[config.mk]
export PLATFORM = sky130hd
export DESIGN_NAME = ksa_share_arbiter_flat
export DESIGN_NICKNAME = d
export VERILOG_FILES = /design/src/rtl/ksa_share_arbiter_pkg.sv /design/src/rtl/ksa_share_arbiter_if.sv /design/src/rtl/ksa_share_arbiter_adder.sv /design/src/rtl/ksa_share_arbiter.sv /design/src/flat_wrapper.sv
export SDC_FILE = /design/constraint.sdc
export NUM_CORES = 1
export LEC_CHECK = 0
export ABC_CLOCK_PERIOD_IN_PS = 6700
export CAP_MARGIN = 20
export CORE_ASPECT_RATIO = 0.7
export CORE_MARGIN = 3
export CORE_UTILIZATION = 41
export CTS_BUF_LIST = sky130_fd_sc_hd__clkbuf_8
export CTS_CLUSTER_DIAMETER = 150
export CTS_CLUSTER_SIZE = 12
export DETAILED_ROUTE_END_ITERATION = 8
export PLACE_DENSITY = 0.78
export SLEW_MARGIN = 10
export SYNTH_ARGS = -nofsm -noshare
export SYNTH_HDL_FRONTEND = slang
export SYNTH_HIERARCHICAL = 1
export SYNTH_SLANG_ARGS = --single-unit
[constraint.sdc]
create_clock -name clk_i -period 6.7 [get_ports clk_i]
set_clock_uncertainty 0.1 [all_clocks]
set_input_delay 1.005 -clock clk_i [delete_from_list [all_inputs] [get_ports clk_i]]
set_output_delay 1.005 -clock clk_i [all_outputs]
set_load 0.02 [all_outputs]
[src/rtl/ksa_share_arbiter_pkg.sv]
// Shared types and helpers for the Kogge-Stone adder share arbiter.
// Holds operand/sum widths, the arbiter state enum and the round-robin picker.
package ksa_share_pkg;

    localparam int unsigned XW     = 8;
    localparam int unsigned YW     = 10;
    localparam int unsigned SW     = 11;
    localparam int unsigned MaxReq = 8;
    localparam int unsigned MaxIdw = 3;

    typedef enum logic {
        StArb,
        StLock
    } state_e;

    typedef struct packed {
        logic              found;
        logic [MaxIdw-1:0] idx;
    } pick_t;

    // First valid index scanning ptr, ptr+1, ... modulo nreq.
    function automatic pick_t rr_pick(input logic [MaxReq-1:0] valid,
                                      input logic [MaxIdw-1:0] ptr,
                                      input int unsigned       nreq);
        pick_t       pick;
        int unsigned cand;
        pick = '0;
        for (int unsigned off = 0; off < MaxReq; off++) begin
            cand = (32'(ptr) + off) % nreq;
            if (off < nreq && !pick.found && valid[cand[MaxIdw-1:0]]) begin
                pick.found = 1'b1;
                pick.idx   = cand[MaxIdw-1:0];
            end
        end
        return pick;
    endfunction

endpackage

[src/rtl/ksa_share_arbiter_if.sv]
// Requester and result bundle between client engines and the shared adder arbiter.
// master = client side, slave = arbiter side.
interface ksa_share_arbiter_if #(
    parameter int unsigned NREQ = 4,
    parameter int unsigned IDW  = $clog2(NREQ)
);

    logic [NREQ-1:0]                    req_valid;
    logic [NREQ-1:0]                    req_lock;
    logic [NREQ*ksa_share_pkg::XW-1:0]  req_x;
    logic [NREQ*ksa_share_pkg::YW-1:0]  req_y;
    logic [NREQ-1:0]                    req_ready;
    logic                               res_valid;
    logic                               res_ready;
    logic [ksa_share_pkg::SW-1:0]       res_s;
    logic [IDW-1:0]                     res_id;
    logic                               busy;

    modport master (
        output req_valid, req_lock, req_x, req_y, res_ready,
        input  req_ready, res_valid, res_s, res_id, busy
    );

    modport slave (
        input  req_valid, req_lock, req_x, req_y, res_ready,
        output req_ready, res_valid, res_s, res_id, busy
    );

endinterface

[src/rtl/ksa_share_arbiter_adder.sv]
// Combinational Kogge-Stone adder, 8-bit X plus 10-bit Y, carry-in 0, 11-bit sum.
// Prefix levels use full-width shifts; shifted-in zeros make the low bits pass through.
module UBKSA_7_0_9_0 (
    input  logic [7:0]  x_i,
    input  logic [9:0]  y_i,
    output logic [10:0] s_o
);

    logic [9:0] a;
    logic [9:0] g0, g1, g2, g3, g4;
    logic [9:0] p0, p1, p2, p3;

    always_comb begin
        a  = {2'b00, x_i};
        g0 = a & y_i;
        p0 = a ^ y_i;
        g1 = g0 | (p0 & (g0 << 1));
        p1 = p0 & (p0 << 1);
        g2 = g1 | (p1 & (g1 << 2));
        p2 = p1 & (p1 << 2);
        g3 = g2 | (p2 & (g2 << 4));
        p3 = p2 & (p2 << 4);
        g4 = g3 | (p3 & (g3 << 8));
        s_o = {g4[9], p0 ^ {g4[8:0], 1'b0}};
    end

endmodule

[src/rtl/ksa_share_arbiter.sv]
// Round-robin arbiter with optional lock sharing one Kogge-Stone adder among NREQ clients.
// The sum is registered once and tagged with the winning requester index.
module ksa_share_arbiter
    import ksa_share_pkg::*;
#(
    parameter int unsigned NREQ = 4,
    parameter int unsigned IDW  = $clog2(NREQ)
) (
    input  logic                clk_i,
    input  logic                rst_ni,
    ksa_share_arbiter_if.slave  bus
);

    state_e          state_q;
    logic [IDW-1:0]  ptr_q;
    logic [IDW-1:0]  owner_q;
    logic [IDW-1:0]  res_id_q;
    logic [SW-1:0]   res_s_q;
    logic            res_valid_q;

    pick_t           pick;
    logic [IDW-1:0]  win;
    logic            win_found;
    logic            load;
    logic            grant;
    logic            win_lock;
    logic [IDW-1:0]  ptr_next;
    logic [NREQ-1:0] req_ready;
    logic [XW-1:0]   x_sel;
    logic [YW-1:0]   y_sel;
    logic [SW-1:0]   sum;

    always_comb begin
        pick = rr_pick(MaxReq'(bus.req_valid), MaxIdw'(ptr_q), NREQ);
        if (state_q == StLock) begin
            win       = owner_q;
            win_found = bus.req_valid[owner_q];
        end else begin
            win       = IDW'(pick.idx);
            win_found = pick.found;
        end
    end

    assign load     = !res_valid_q || bus.res_ready;
    // Ready is forced low while reset is held, independent of register state.
    assign grant    = rst_ni && load && win_found;
    assign win_lock = bus.req_lock[win];
    assign ptr_next = (win == IDW'(NREQ - 1)) ? '0 : win + 1'b1;

    always_comb begin
        req_ready = '0;
        if (grant) begin
            req_ready[win] = 1'b1;
        end
    end

    assign x_sel = bus.req_x[win*XW +: XW];
    assign y_sel = bus.req_y[win*YW +: YW];

    UBKSA_7_0_9_0 u_adder (
        .x_i (x_sel),
        .y_i (y_sel),
        .s_o (sum)
    );

    always_ff @(posedge clk_i or negedge rst_ni) begin
        if (!rst_ni) begin
            state_q     <= StArb;
            ptr_q       <= '0;
            owner_q     <= '0;
            res_id_q    <= '0;
            res_s_q     <= '0;
            res_valid_q <= 1'b0;
        end else begin
            if (load) begin
                if (grant) begin
                    res_s_q     <= sum;
                    res_id_q    <= win;
                    res_valid_q <= 1'b1;
                    ptr_q       <= ptr_next;
                end else begin
                    res_valid_q <= 1'b0;
                end
            end
            unique case (state_q)
                StArb: begin
                    if (grant && win_lock) begin
                        state_q <= StLock;
                        owner_q <= win;
                    end
                end
                StLock: begin
                    if (grant) begin
                        if (!win_lock) begin
                            state_q <= StArb;
                        end
                    end else if (!bus.req_valid[owner_q] && !bus.req_lock[owner_q]) begin
                        // Owner walked away without a final transfer.
                        state_q <= StArb;
                    end
                end
                default: state_q <= StArb;
            endcase
        end
    end

    assign bus.req_ready = req_ready;
    assign bus.res_valid = res_valid_q;
    assign bus.res_s     = res_s_q;
    assign bus.res_id    = res_id_q;
    assign bus.busy      = (state_q == StLock) || res_valid_q;

endmodule

[src/flat_wrapper.sv]
// flat-port wrapper written by rule: the top's interface ports become plain ports
module ksa_share_arbiter_flat import ksa_share_pkg::*;
#(
    parameter int unsigned NREQ = 4,
    parameter int unsigned IDW  = $clog2(NREQ)
)
  (clk_i, rst_ni, bus_req_valid, bus_req_lock, bus_req_x, bus_req_y, bus_res_ready, bus_req_ready, bus_res_valid, bus_res_s, bus_res_id, bus_busy);
  ksa_share_arbiter_if #(.NREQ(NREQ), .IDW(IDW)) bus_i ();
  input  logic clk_i;
  input  logic rst_ni;
  input wire logic [$bits(bus_i.req_valid)-1:0] bus_req_valid;
  input wire logic [$bits(bus_i.req_lock)-1:0] bus_req_lock;
  input wire logic [$bits(bus_i.req_x)-1:0] bus_req_x;
  input wire logic [$bits(bus_i.req_y)-1:0] bus_req_y;
  input wire logic [$bits(bus_i.res_ready)-1:0] bus_res_ready;
  output wire logic [$bits(bus_i.req_ready)-1:0] bus_req_ready;
  output wire logic [$bits(bus_i.res_valid)-1:0] bus_res_valid;
  output wire logic [$bits(bus_i.res_s)-1:0] bus_res_s;
  output wire logic [$bits(bus_i.res_id)-1:0] bus_res_id;
  output wire logic [$bits(bus_i.busy)-1:0] bus_busy;
  assign bus_i.req_valid = bus_req_valid;
  assign bus_i.req_lock = bus_req_lock;
  assign bus_i.req_x = bus_req_x;
  assign bus_i.req_y = bus_req_y;
  assign bus_i.res_ready = bus_res_ready;
  assign bus_req_ready = bus_i.req_ready;
  assign bus_res_valid = bus_i.res_valid;
  assign bus_res_s = bus_i.res_s;
  assign bus_res_id = bus_i.res_id;
  assign bus_busy = bus_i.busy;
  ksa_share_arbiter #(.NREQ(NREQ), .IDW(IDW)) u_core (.clk_i(clk_i), .rst_ni(rst_ni), .bus(bus_i));
endmodule
# After elaboration in Yosys (flattened, before gate mapping)
# Index checks and enable logic that the tools add are counted.
# totals
in_bits	83
out_inout_bits	19
latch_bits	0
ff_bits	19
word_cells	84
rom_bits	0
ram_bits	0
n_memories	0
# op_classes
n_shift	2
add_sub_neg	4
eq_ne	1
multipliers	1
n_reduce_logical	18
div_mod_pow	0
muxes	30
n_bitwise	15
n_lt_le_gt_ge	7
# ops
op	count
10-bit AND	7
10-bit OR	4
40-bit by 7-bit variable part select with 10-bit output	1
32-bit by 6-bit variable part select with 8-bit output	1
4-bit 2-to-1 mux	5
2-bit by 4-bit less-than comparator with 1-bit output, second input constant	4
1-bit binary-select mux with 2-bit select	7
1-bit 2-to-1 mux	14
8-bit by 10-bit AND with 10-bit output	1
10-bit XOR	1
8-bit by 10-bit XOR with 10-bit output	1
1-bit logical AND	8
1-bit zero test	6
2-bit by 3-bit less-than comparator with 1-bit output, second input constant	2
2-bit by 3-bit multiplier with 5-bit output, second input constant	1
2-bit by 1-bit adder with 2-bit output, second input constant	2
2-bit adder, second input constant	2
2-bit 2-to-1 mux	2
2-bit AND reduction	2
1-bit demux with 2-bit select	1
2-bit equality test, second input constant	1
2-bit by 1-bit >= comparator with 1-bit output, second input constant	1
1-bit logical OR	2
1-bit case mux with 2 select lines	1
1-bit inverter	1

# Logic depth before layout (Yosys ltp)
# logic_depth
word_depth	25
ltp_mapped	15
mapped_depth_nobuf	14

# By module
# The synthesis kept the hierarchy.
# modules_own_cells
module	seq_area_each_um2	instances	area_each_um2	cells_per_inst
ksa_share_arbiter	475.5	1	1735.4	156
UBKSA_7_0_9_0	0.0	1	400.4	52

# Least setup slack after synthesis
# OpenSTA, ideal clock, no wires.
# synth_timing
path_type	input port to flip-flop
startpoint	input port bus_req_valid[2]
endpoint	register u_core.res_s_q[8], in the netlist u_core/bus.res_s[8]
cell_stages	15
slack_ns	2.937
required_ns	6.475
n_path_buf	1
setup_ns	0.125
t_arrival_ns	3.538
cell_sequence	nor2b_1 a2bb2oi_1 o21ai_1 nand2_2 inv_2 buf_4 mux2i_1 mux2i_1 ha_1 fa_1 a21oi_1 o21ai_0 o22ai_1 xnor2_1 mux2_4
# synth_via
elab_cells_between_ends	41
cone_classes	mul (1); shift (2); mux (16); bitwise (14); reduce/logical (8)
# synth_lines
element	line	rtl
from (decl)	flat_wrapper.sv:11	input wire logic [$bits(bus_i.req_valid)-1:0] bus_req_valid;
1-bit binary-select mux with 2-bit select	ksa_share_arbiter_pkg.sv:30	if (off < nreq && !pick.found && valid[cand[MaxIdw-1:0]]) begin
1-bit 2-to-1 mux (not written as such)	ksa_share_arbiter_pkg.sv:30	
4-bit 2-to-1 mux	ksa_share_arbiter_pkg.sv:30	
1-bit zero test	ksa_share_arbiter_pkg.sv:30	
1-bit logical AND	ksa_share_arbiter_pkg.sv:30	
4-bit 2-to-1 mux	ksa_share_arbiter_pkg.sv:30	
1-bit zero test	ksa_share_arbiter_pkg.sv:30	
1-bit logical AND	ksa_share_arbiter_pkg.sv:30	
(+5 left out)	--	
via u_core.win[0]	ksa_share_arbiter.sv:22	logic [IDW-1:0] win;
(+1 left out)	--	
via u_core.x_sel[0]	ksa_share_arbiter.sv:29	logic [XW-1:0] x_sel;
(+2 left out)	--	
10-bit OR	ksa_share_arbiter_adder.sv:17	g1 = g0 | (p0 & (g0 << 1));
10-bit AND	ksa_share_arbiter_adder.sv:19	g2 = g1 | (p1 & (g1 << 2));
10-bit OR	ksa_share_arbiter_adder.sv:19	
10-bit AND	ksa_share_arbiter_adder.sv:21	g3 = g2 | (p2 & (g2 << 4));
10-bit OR	ksa_share_arbiter_adder.sv:21	
10-bit OR (*)	ksa_share_arbiter_adder.sv:23	g4 = g3 | (p3 & (g3 << 8));
10-bit XOR (*)	ksa_share_arbiter_adder.sv:24	s_o = {g4[9], p0 ^ {g4[8:0], 1'b0}};
via u_core.sum[8]	ksa_share_arbiter.sv:31	logic [SW-1:0] sum;
to (signal assigned)	ksa_share_arbiter.sv:77	res_s_q <= sum;
to (decl)	ksa_share_arbiter.sv:18	logic [SW-1:0] res_s_q;
# The timed path passes the listed nets; every way through them passes the cells marked *. The select of a mux whose other input is x is not followed.
# A chain may end at the register's enable or synchronous reset.

# Final worst setup path
# layout_timing
startpoint	input port bus_req_valid[2]
endpoint	register u_core.res_s_q[8], in the netlist u_core/bus.res_s[8]
# layout_via
elab_cells_between_ends	41
cone_classes	mul (1); shift (2); mux (16); bitwise (14); reduce/logical (8)
# layout_lines
element	line
1-bit binary-select mux with 2-bit select	ksa_share_arbiter_pkg.sv:30
1-bit 2-to-1 mux (not written as such)	ksa_share_arbiter_pkg.sv:30
4-bit 2-to-1 mux	ksa_share_arbiter_pkg.sv:30
1-bit zero test	ksa_share_arbiter_pkg.sv:30
1-bit logical AND	ksa_share_arbiter_pkg.sv:30
4-bit 2-to-1 mux	ksa_share_arbiter_pkg.sv:30
1-bit zero test	ksa_share_arbiter_pkg.sv:30
1-bit logical AND	ksa_share_arbiter_pkg.sv:30
(+5 left out)	--
via u_core.win[0]	ksa_share_arbiter.sv:22
(+1 left out)	--
via u_core.x_sel[4]	ksa_share_arbiter.sv:29
(+1 left out)	--
10-bit AND	ksa_share_arbiter_adder.sv:17
10-bit OR	ksa_share_arbiter_adder.sv:17
10-bit AND	ksa_share_arbiter_adder.sv:19
10-bit OR	ksa_share_arbiter_adder.sv:19
10-bit OR	ksa_share_arbiter_adder.sv:21
10-bit OR (*)	ksa_share_arbiter_adder.sv:23
10-bit XOR (*)	ksa_share_arbiter_adder.sv:24
via u_core.sum[8]	ksa_share_arbiter.sv:31
# Marked as above.

==> impl_metrics.ini <==
[clock_tree]
clk_pin_slew_ps = 70
cts-resized-gates = 0
tritoncts = done
clock_latency_ps = 260
ctsHoldBuffers = 0
cts_setup_buffers = 0
cts_made_buffers = 3
cts_buffer_depth = 2
cts_sinks = 19
cts_root_buf = clkbuf_8
htreeDepth = 1

[yosys]
netlist_area_sq_mm = 0.00214
synth_area_per_cell_sq_um = 10.3
ys_warn_count = 6
synth_top_area_cell = mux2i_1
ys.flop_type = dfrtp_1
synth-edff-count = 0
synth_seq_area_share = 0.223
netlist.area_leader.share = 0.277
synth_nets = 304
synth.distinct_cells = 50
synth.area.top_cells = mux2i_1 (28%), dfrtp_1 (22%), mux2_4 (7.7%)
ys_ff_latch = 19
async_flop_share = 1.00
synthCells = 208

[routing]
top_layer = met4
wirelength_um = 5520
route.met3.wl_um = 466
dr_wl_met2_um = 2310
initialDrtViolationCount = 62
wl_met1_um = 2730
detail-route-antenna-nets = 0
drc_errors = 0
drtPass1Iterations = 4
via_per_inst = 5.05
wl_per_cell_um = 14.6
dr_total_vias = 1903

[floorplanning]
io_pins = 102
core_area_sq_mm = 0.00491
start_util = 0.435
placementRows = 21
die_w_um = 92.3
fp.dieArea_sq_mm = 0.00613
die_h_um = 66.4

[critical_path]
worst_r2r_endpoint = u_core/bus.res_s[8]
crit_arrival_ps = 4840
ff2ff_setup_slack_ps = 2770
cp-start-kind = input pin
cp_max_fo = 28
crit_chain = clkdlybuf4s50_1 -> nor2b_1 -> a2bb2oi_1 -> o21ai_1 -> nand2_2 -> inv_2 -> buf_4 -> mux2i_1 -> mux2i_1 -> ha_1 -> nand2_1 -> o21ai_0 -> o22ai_1 -> xnor2_1 -> mux2_4
end_kind = register
cp.required_ps = 6740
critical_path_class = input pin to register
crit_slowest_cell = inv_2
timing.critical_path.slowest_cell_delay_ps = 550
reg2reg_from = u_core/ptr_q[1]
critPathMostFrequentCell = mux2i_1
ff2ff_path_depth = 14

[cells_and_area]
syn_to_final_growth_pct = 51.0
finalNonFillerCells = 377
drive_gt1_frac = 0.107
antennaDiodeCount = 0
nets = 405

[outcome]
status = complete, no violations

[power_and_ir_drop]
p_per_area_mw_per_mm2 = 476
clkPwrFrac = 0.052
pwr-share-seq = 0.145
switching_share = 0.454
p_int_mw = 0.839
ir_worst_vdd_mv = 0.314
pwr-share-comb = 0.803
leakage_nw = 1.47
p_total_mw = 1.54
p_sw_mw = 0.697

[placed_design]
port_buffers = 101
gp_congestion = 0.899
place_hpwl_um = 4540
placed_cells = 373
place_ws_ps = 1640

[global_route]
track_usage = 0.183
grt_pass1_vias = 1942
antenna_found_initial = 0
grt_max_degree = 29
gr-total-overflow = 0
grt_pass1_wl_um = 9030

[sta]
finalHoldViolations = 0
fin_ws_ps = 1900
tightest_slew_ps = 723
fmax_ghz = 0.208
fin_tns_setup_ps = 0
period_minus_slack_ps = 4800
slew_headroom = 0.517
rsz0062_at_grt = false
setup_viol = 0
finalCritPeriodShare = 0.717
slew_viol_final = 0

[worst_hold_path]
hp-class = register to register
min_path_cells = 1
hp-start = u_core/bus.res_s[5]
holdPathEnd = u_core/bus.res_s[5]

[job]
maxCapViolations = 0
layout make-up:
cell class	instances	area [sq um]
fill	412	1690
multi-input combinational	174	1550
timing repair buffer	104	1030
sequential	19	475
tap	69	86.3
clock buffer	3	41.3
inverter	7	31.3
clock inverter	1	5.00
worst max path at each step:
stage,startpoint,end,slack (ps),depth (start not counted)
after floorplan,bus_req_valid[2],u_core/bus.res_s[8],2940,15
after global placement,bus_req_valid[2],u_core/bus.res_s[8],1890,15
after detailed placement,bus_req_valid[2],u_core/bus.res_s[8],1640,15
after CTS,bus_req_valid[2],u_core/bus.res_s[8],1910,15
after global routing,bus_req_valid[2],u_core/bus.res_s[8],1620,15
final,bus_req_valid[2],u_core/bus.res_s[8],1900,15
layer usage:
metal / vias up / track usage
met2: 71 / 0.284
met1: 859 / 0.255
li1: 971 / -
met3: 2 / 0.0546
met5: - / 0
met4: 0 / 0.0259
registers in the layout, summed over array words and instances (netlist names):
signal and flops:
u_core/bus.res_s 11, u_core/bus.res_id 2, u_core/owner_q 2, u_core/ptr_q 2, u_core/bus.res_valid 1, u_core/state_q 1
synthesized netlist by cell type (all sizes together), types with 3 or more instances:
cell and instances:
nor2b 4, o21ai 9, inv 6, nand2 7, buf 8, ha 12
mux2i 59, a211oi 3, xnor2 4, and2 6, dfrtp 19, a21oi 9
nand3 3, mux2 14, nor2 12
cell usage in the layout (no fill, tap or decap), drive strengths merged, types with 4 or more instances in the layout:
master         synthesis  layout
mux2                  14      14
o21ai                  9       9
ha                    12      12
clkdlybuf4s50          0     101
inv                    6       6
mux2i                 59      59
nor2b                  4       4
dfrtp                 19      19
and2                   6       6
a21oi                  9       9
xnor2                  4       4
nor2                  12      12
nand2                  7       7
critical path, delay by kind of cell:
kind | cells | cell delay (ps)
AO/OA/AOI/OAI | 4 | 840
XOR/XNOR | 1 | 170
adder cells (fa/ha/maj) | 1 | 380
buffers and inverters | 3 | 1420
multiplexers | 3 | 590
AND/OR/NAND/NOR | 3 | 410
cell families after synthesis:
logic type               count (synthesis)  share of synthesized area
multiplexers                            75                      0.391
AND/OR/NAND/NOR                         45                      0.118
AO/OA/AOI/OAI                           35                      0.114
flip-flops                              19                      0.223
buffers and inverters                   15                     0.0504
adder cells (fa/ha/maj)                 13                     0.0797
XOR/XNOR                                 6                     0.0246
power groups by stage:
stage | Combinational, mW | Clock, mW | Sequential, mW
after floorplan | 0.907 | 0 | 0.265
after detailed placement | 1.23 | 0 | 0.225
after global routing | 1.36 | 0.0873 | 0.233
after CTS | 1.24 | 0.0817 | 0.224
final | 1.23 | 0.0804 | 0.223
after global placement | 1.20 | 0 | 0.227
stage by stage:
| stage | util | hold slack (ps) | area (sq um) |
|---|---|---|---|
| finish | 0.656 | 415 | 3230 |
| global route | 0.656 | 435 | 3230 |
| CTS | 0.656 | 420 | 3230 |
| detailed placement | 0.647 | 403 | 3180 |
| global placement | 0.647 | 398 | 3180 |
| floorplan | - | 463 | 2140 |
Note: power is estimated with default switching activity, not from simulation.
